**src/rtl/instr_sequencer.sv**
```systemverilog
// Multi-cycle instruction sequencer: fetch/decode/execute control for a 16-bit ISA.
// Define SEQ_BRANCH_EN to enable BZ (op 1011) and JMP (op 1100); otherwise they run as NOPs.
module instr_sequencer #(
    parameter int PC_W = 8
) (
    input  logic            clk,
    input  logic            rst_n,
    input  logic            start,
    output logic [PC_W-1:0] rom_addr,
    input  logic [15:0]     rom_data,
    output logic [3:0]      da,
    output logic [3:0]      aa,
    output logic [3:0]      ba,
    output logic            mb,
    output logic            md,
    output logic            rw,
    output logic            mw,
    output logic            mm,
    output logic [2:0]      fs,
    input  logic            zero,
    output logic            mem_req,
    input  logic            mem_ack,
    output logic            busy,
    output logic            halted
);

    typedef enum logic [2:0] {
        S_IDLE,
        S_FETCH,
        S_DECODE,
        S_EXEC,
        S_MEM,
        S_HALT
    } state_t;

    localparam logic [3:0] OP_ALU_MAX = 4'b1000;
    localparam logic [3:0] OP_LOAD    = 4'b1001;
    localparam logic [3:0] OP_STORE   = 4'b1010;
    localparam logic [3:0] OP_HALT    = 4'b1111;

    state_t          r_state;
    state_t          w_nextState;
    logic [PC_W-1:0] r_pc;
    logic [PC_W-1:0] w_nextPc;
    logic [PC_W-1:0] w_pcInc;
    logic [15:0]     r_ir;
    logic [3:0]      w_op;

    assign w_op    = r_ir[15:12];
    assign w_pcInc = r_pc + {{(PC_W-1){1'b0}}, 1'b1};

`ifdef SEQ_BRANCH_EN
    localparam logic [3:0] OP_BZ  = 4'b1011;
    localparam logic [3:0] OP_JMP = 4'b1100;

    logic [PC_W-1:0] w_offset;
    logic [PC_W-1:0] w_branchPc;
    logic [PC_W-1:0] w_jumpPc;

    // Narrow PCs only need the low bits of the sign-extended offset.
    generate
        if (PC_W > 8) begin : g_offsetWide
            assign w_offset = {{(PC_W-8){r_ir[7]}}, r_ir[7:0]};
        end else begin : g_offsetNarrow
            assign w_offset = r_ir[PC_W-1:0];
        end
        if (PC_W > 16) begin : g_jumpWide
            assign w_jumpPc = {{(PC_W-16){1'b0}}, r_ir};
        end else begin : g_jumpNarrow
            assign w_jumpPc = r_ir[PC_W-1:0];
        end
    endgenerate

    assign w_branchPc = r_pc + w_offset;
`else
    logic w_unusedZero;
    assign w_unusedZero = zero;
`endif

    always_ff @(posedge clk or negedge rst_n) begin
        if (!rst_n) begin
            r_state <= S_IDLE;
            r_pc    <= '0;
            r_ir    <= '0;
        end else begin
            r_state <= w_nextState;
            r_pc    <= w_nextPc;
            if (r_state == S_DECODE) begin
                r_ir <= rom_data;
            end
        end
    end

    always_comb begin
        w_nextState = r_state;
        w_nextPc    = r_pc;
        rw          = 1'b0;
        mw          = 1'b0;
        mm          = 1'b0;
        mem_req     = 1'b0;
        case (r_state)
            S_IDLE: begin
                if (start) begin
                    w_nextState = S_FETCH;
                end
            end
            S_FETCH:  w_nextState = S_DECODE;
            S_DECODE: w_nextState = S_EXEC;
            S_EXEC: begin
                case (w_op)
                    OP_LOAD, OP_STORE: w_nextState = S_MEM;
                    OP_HALT:           w_nextState = S_HALT;
`ifdef SEQ_BRANCH_EN
                    OP_BZ: begin
                        w_nextState = S_FETCH;
                        w_nextPc    = zero ? w_branchPc : w_pcInc;
                    end
                    OP_JMP: begin
                        w_nextState = S_FETCH;
                        w_nextPc    = w_jumpPc;
                    end
`endif
                    // ALU ops write back here; every other opcode falls through as a NOP.
                    default: begin
                        w_nextState = S_FETCH;
                        w_nextPc    = w_pcInc;
                        rw          = (w_op <= OP_ALU_MAX);
                    end
                endcase
            end
            S_MEM: begin
                mem_req = 1'b1;
                mm      = 1'b1;
                mw      = (w_op == OP_STORE);
                if (mem_ack) begin
                    rw          = (w_op == OP_LOAD);
                    w_nextState = S_FETCH;
                    w_nextPc    = w_pcInc;
                end
            end
            S_HALT:  w_nextState = S_HALT;
            default: w_nextState = S_IDLE;
        endcase
    end

    assign rom_addr = r_pc;
    assign da       = r_ir[11:8];
    assign aa       = r_ir[7:4];
    assign ba       = r_ir[3:0];
    assign mb       = (w_op == OP_ALU_MAX);
    assign md       = (w_op == OP_LOAD) || (w_op == OP_STORE);
    assign fs       = (w_op <= OP_ALU_MAX) ? w_op[2:0] : 3'b000;
    assign busy     = (r_state != S_IDLE) && (r_state != S_HALT);
    assign halted   = (r_state == S_HALT);

endmodule

```
**config.mk**
```make
export PLATFORM = sky130hd
export DESIGN_NAME = instr_sequencer
export DESIGN_NICKNAME = d
export VERILOG_FILES = /design/src/rtl/instr_sequencer.sv
export SDC_FILE = /design/constraint.sdc
export NUM_CORES = 1
export LEC_CHECK = 0
export ABC_AREA = 0
export CAP_MARGIN = 10
export CORE_MARGIN = 2
export CORE_UTILIZATION = 46
export CTS_BUF_LIST = sky130_fd_sc_hd__clkbuf_4
export DETAILED_ROUTE_END_ITERATION = 10
export PLACE_DENSITY = 0.9
export SYNTH_ARGS = -nofsm -noshare
export SYNTH_HDL_FRONTEND = slang
export SYNTH_SLANG_ARGS = --single-unit
```
**constraint.sdc**
```tcl
create_clock -name clk -period 1.7 [get_ports clk]
set_input_delay 0.34 -clock clk [delete_from_list [all_inputs] [get_ports clk]]
set_output_delay 0.34 -clock clk [all_outputs]
set_load 0.01 [all_outputs]
```
# == After elaboration in Yosys (flattened, before gate mapping) ==
# Index checks and enable logic that the tools add are counted.
# word_totals
out_inout_bits,31
mem_bits_rw,0
memories,0
in_bits,21
ff_bits,27
latchBits,0
elab_cells,40
mem_bits_ro,0
# classes
multipliers,0
n_lt_le_gt_ge,1
muxes,13
eq_ne,13
shift,0
n_bitwise,0
add_sub_neg,1
n_div,0
n_reduce_logical,9
# op_table
operator,count
$pmux 3 s6,1
$eq 4x4->1 const B,4
$mux 8,2
$pmux 8 s2,1
$mux 3,3
$add 8x1->8 const B,1
$eq 3x2->1 const B,2
$eq 3x3->1 const B,2
$ne 2x2->1 const B,3
$pmux 3 s2,1
$le 4x4->1 const B,1
$mux 1,4
$eq 3x1->1 const B,1
$logic_not 3->1,1
$ne 3x3->1 const B,1
$reduce_and 3->1,1
$reduce_bool 3->1,1
$reduce_or 3->1,1
$pmux 1 s2,1
$reduce_and 2->1,1
$reduce_bool 2->1,1
$reduce_or 2->1,1
$logic_and 1x1->1,1
$logic_or 1x1->1,1

# == Logic depth before layout (Yosys ltp) ==
# logic_depth
ltp_word,4
mapped_depth,6
mapped_depth_nobuf,5

# == Worst setup path before layout ==
# No wires, ideal clock.
# synth_path
kind,reg2out
startpoint,register r_state[0]
endpoint,output rw
path_buffers,1
stages_incl_launch_ff,6
setup_slack_ns,-0.050
arrival_ns,1.410
required_time_ns,1.360
cell_sequence,dfrtp_1 > buf_6 > nor3b_4 > and2_4 > a31oi_1 > o32ai_1
# synth_via
elab_chain_cells,2
elab_cells_between_ends,3
cone_classes,2 x eq/ne; 1 x mux
# synth_rtl
item,line,rtl
"start, declared",41,state_t r_state;
"start signal, assigned",86,r_state <= w_nextState;
$eq 3x3->1 or $eq 3x2->1 (tied branches),101,case (r_state)
$pmux 1 s2 (*),101,
"end, declared",16,"output logic rw,"
# Mark *: on every way between the ends. The rest lies on a longest branch, timed or not.

# == Worst setup path in the final report ==
# layout_path
startpoint,register r_state[1]
endpoint,output rw
# The elaborated chain is that of the path after synthesis.

==> run summary <==
Syn_nets: 143
Min-delay worst type: input pin to async pin
Initial antenna violation count: 0
Critical-path cell list: nor3b_4, and2_4, a31oi_1, o32ai_2, buf_2
Total Power: 3.93 mW
Pint: 2.49 mW
CP startpoint: r_state[1]
Antenna diodes: 0
Gr ovfl total: 0
Die Wd: 60.3 um
GR Util met3: 0.433%
Most frequent cells in the layout: clkdlybuf4s50_1 (39), buf_4 (25), dfrtp_1 (24), mux2_1 (17)
Crit-path slowest cell: dfrtp_1
Crit path depth: 5
Clock Tree Buf Depth: 2
Reg2Reg Depth: 7
CP top delay family: flip-flops
Yosys warnings: 0
Crit-path max cell delay: 0.43 ns
PwrDens: 1820 nW/um^2
Sw Ratio: 36.5%
Max cap viols: 0
Switching pwr: 1.44 mW
Status: finished with violations
Worst reg2reg endpoint: rom_addr[1]
I/O Buffers: 50
Req. time, crit path: 1.36 ns
Drt pass-1 iters: 4
Area Overhead vs Synth: 47.9%
Share of post-route cells with drive strength above 1: 33.9%
Most common cell after layout, fill and taps aside: clkdlybuf4s50_1
GRT busiest layer: met2
Multi-input logic area: 672 sq um
Via-to-Cell Ratio: 4.66
Final Instance Area: 2160 sq um
Die Area: 3630 sq um
Failing checks: setup timing
Post-Syn Area: 1460 sq um
GPL Wtd Cong: 0.856
Clock transition at the registers of the reported paths: 0.13 ns
Clk_lat worst skew: 0.31 ns
Routed via count: 1,072
Final setup fails: 2
Hpwl dp: 2340 um
M2 GR Usage: 33.7%
Unrepaired setup endpoints after global routing: true
# H-tree levels: 1
Initial core utilization: 48.1%
FF-to-FF Start: r_ir[15]
CORE AREA: 3030 sq um
Sequential power share: 29.9%
Crit path time final: 1.89 ns
Overall Global Routing Usage: 18.5%
Largest net degree at the start of global routing: 28
Ports: 52
First-pass GRT wire length: 4970 um
Clk sink count: 27
Root Buffer: clkbuf_4
Wire length after detailed routing: 3160 um
Avg Inst Size Synth: 12.0 sq um
Nets: 209
Critical path type: register to primary output
Layout filler cell count: 222
Slew Limit Fails: 0
Worst-path fanout max: 2
Sequential cell area: 679 sq um
Vias in the first global route: 1,109
Cell area after placement: 2030 sq um
Hold Fails Final Rpt: 0
Peak supply drop: 947 uV
Die height: 60.3 um
Final Skew: 0.00355 ns
Worst Setup Start Kind: register
Critical path capture point type: primary output
WL per Instance: 13.7 um
Post-synth EDFFs: 0
Max Clk Rate: 0.528 GHz
Slew HR: 77.5%
Buf/Inv on CP: 1
Cell Rows: 20
Tcrit/Tclk final: 111%
Distinct cells, synth: 31
CTS buffer count: 3
M1 GR Usage: 22.8%
WP data arrival: 1.55 ns
Detailed router's first-iteration violation count: 49
Synth Instances: 121
DRC: 0
Slew @ Worst Pin: 0.338 ns
Critical path capture point: rw
Seq/Total Area, Yosys: 46.4%
Reg2Reg Setup Slack: 0.01 ns
Clk pwr share: 6.9%
Combinational Power Share: 63.1%
Ys flop type: dfrtp_1
Leak Pwr: 0.986 nW
Yosys reg bits: 27
Post-synthesis async set-or-reset flop share: 100%
Pre-CTS setup slack: -0.456 ns
Setup slack after layout: -0.193 ns
ANT nets after route: 0
CTS tree: done
==> routing by layer <==
metal / wire, um / share of wire (%)
met1: 1270 / 40
met2: 1720 / 54
met3: 101 / 3.2
met4: 63 / 2.0
met5: 0 / 0
==> synth_stat cells, types with 2 or more instances <==
master / n / area, sq um
dfrtp_1: 27 / 676
mux2_1: 17 / 191
buf_4: 16 / 120
nor2_1: 6 / 22.5
nand2_1: 5 / 18.8
nand2b_1: 5 / 31.3
xnor2_1: 5 / 43.8
xor2_1: 5 / 43.8
nor2b_1: 4 / 25.0
buf_2: 3 / 15.0
nand3_1: 3 / 15.0
o21ai_0: 3 / 15.0
nor3_2: 2 / 20.0
nor3b_4: 2 / 37.5
o32ai_1: 2 / 17.5
==> worst register-to-register path: stages (launching register included) <==
cell and delay [ns]:
dfrtp_2 0.44, buf_6 0.13, buf_4 0.14, and4bb_1 0.19, nor2_2 0.15, a21oi_4 0.10
buf_4 0.14, mux2_1 0.30
==> power by group through the flow <==
stage          clock (mW)  combinational [mW]  sequential [mW]
5_1_grt             0.324                2.69             1.22
2_1_floorplan           0                1.45             1.12
3_5_place_dp            0                2.26             1.20
3_3_place_gp            0                2.17             1.18
6_report            0.273                2.48             1.18
4_1_cts             0.290                2.27             1.18
==> cell families (layout without fill, tap and decap cells) <==
kind of cell | after synthesis | count (layout) | synth area share [%]
buf+inv | 21 | 86 | 10.3
mux | 17 | 17 | 13.1
compound gates | 8 | 8 | 4.12
flops | 27 | 27 | 46.4
xor+xnor | 10 | 10 | 6.01
simple gates | 37 | 37 | 19.2
fa+ha+maj | 1 | 1 | 0.858
==> flip-flops by register name (all words and copies together) (netlist names) <==
signal	flops
r_state	3
rom_addr	8
r_ir	16
==> timing repair <==
action | in CTS | in global routing
setup endpoints to repair | 11 | 17
pin swaps | 3 | 10
hold buffers | 0 | 0
buffers inserted | 3 | 9
gates resized for setup | 28 | 27
==> through the flow <==
stage	TNS (ns)	utilization [%]	cells	hold slack (ns)
after floorplan	0	-	121	0.0444
after global placement	-0.739	67.0	214	0.456
after detailed placement	-0.782	67.0	214	0.474
after CTS	-0.575	68.3	221	0.376
after global routing	-0.681	71.2	230	0.380
final	-0.374	71.2	230	0.380
==> worst min path at each step <==
stage                           start     endpoint  slack (ns)  depth (start not counted)
after floorplan                 rst_n      r_ir[0]        0.04                          0
after global routing            rst_n      r_ir[0]        0.38                          2
after CTS                       rst_n      r_ir[0]        0.38                          2
after global placement    rom_addr[7]  rom_addr[7]        0.46                          1
final                           rst_n      r_ir[0]        0.38                          2
after detailed placement      r_ir[2]      r_ir[2]        0.47                          1
==> area by class of cell <==
class / instances / share of cell area (%)
sequential: 27 / 31.5
tap: 44 / 2.55
timing repair buffer: 81 / 33.2
inverter: 1 / 0.174
multi-input combinational: 73 / 31.2
clock buffer: 4 / 1.39
Note: power is estimated with default switching activity, not from simulation.
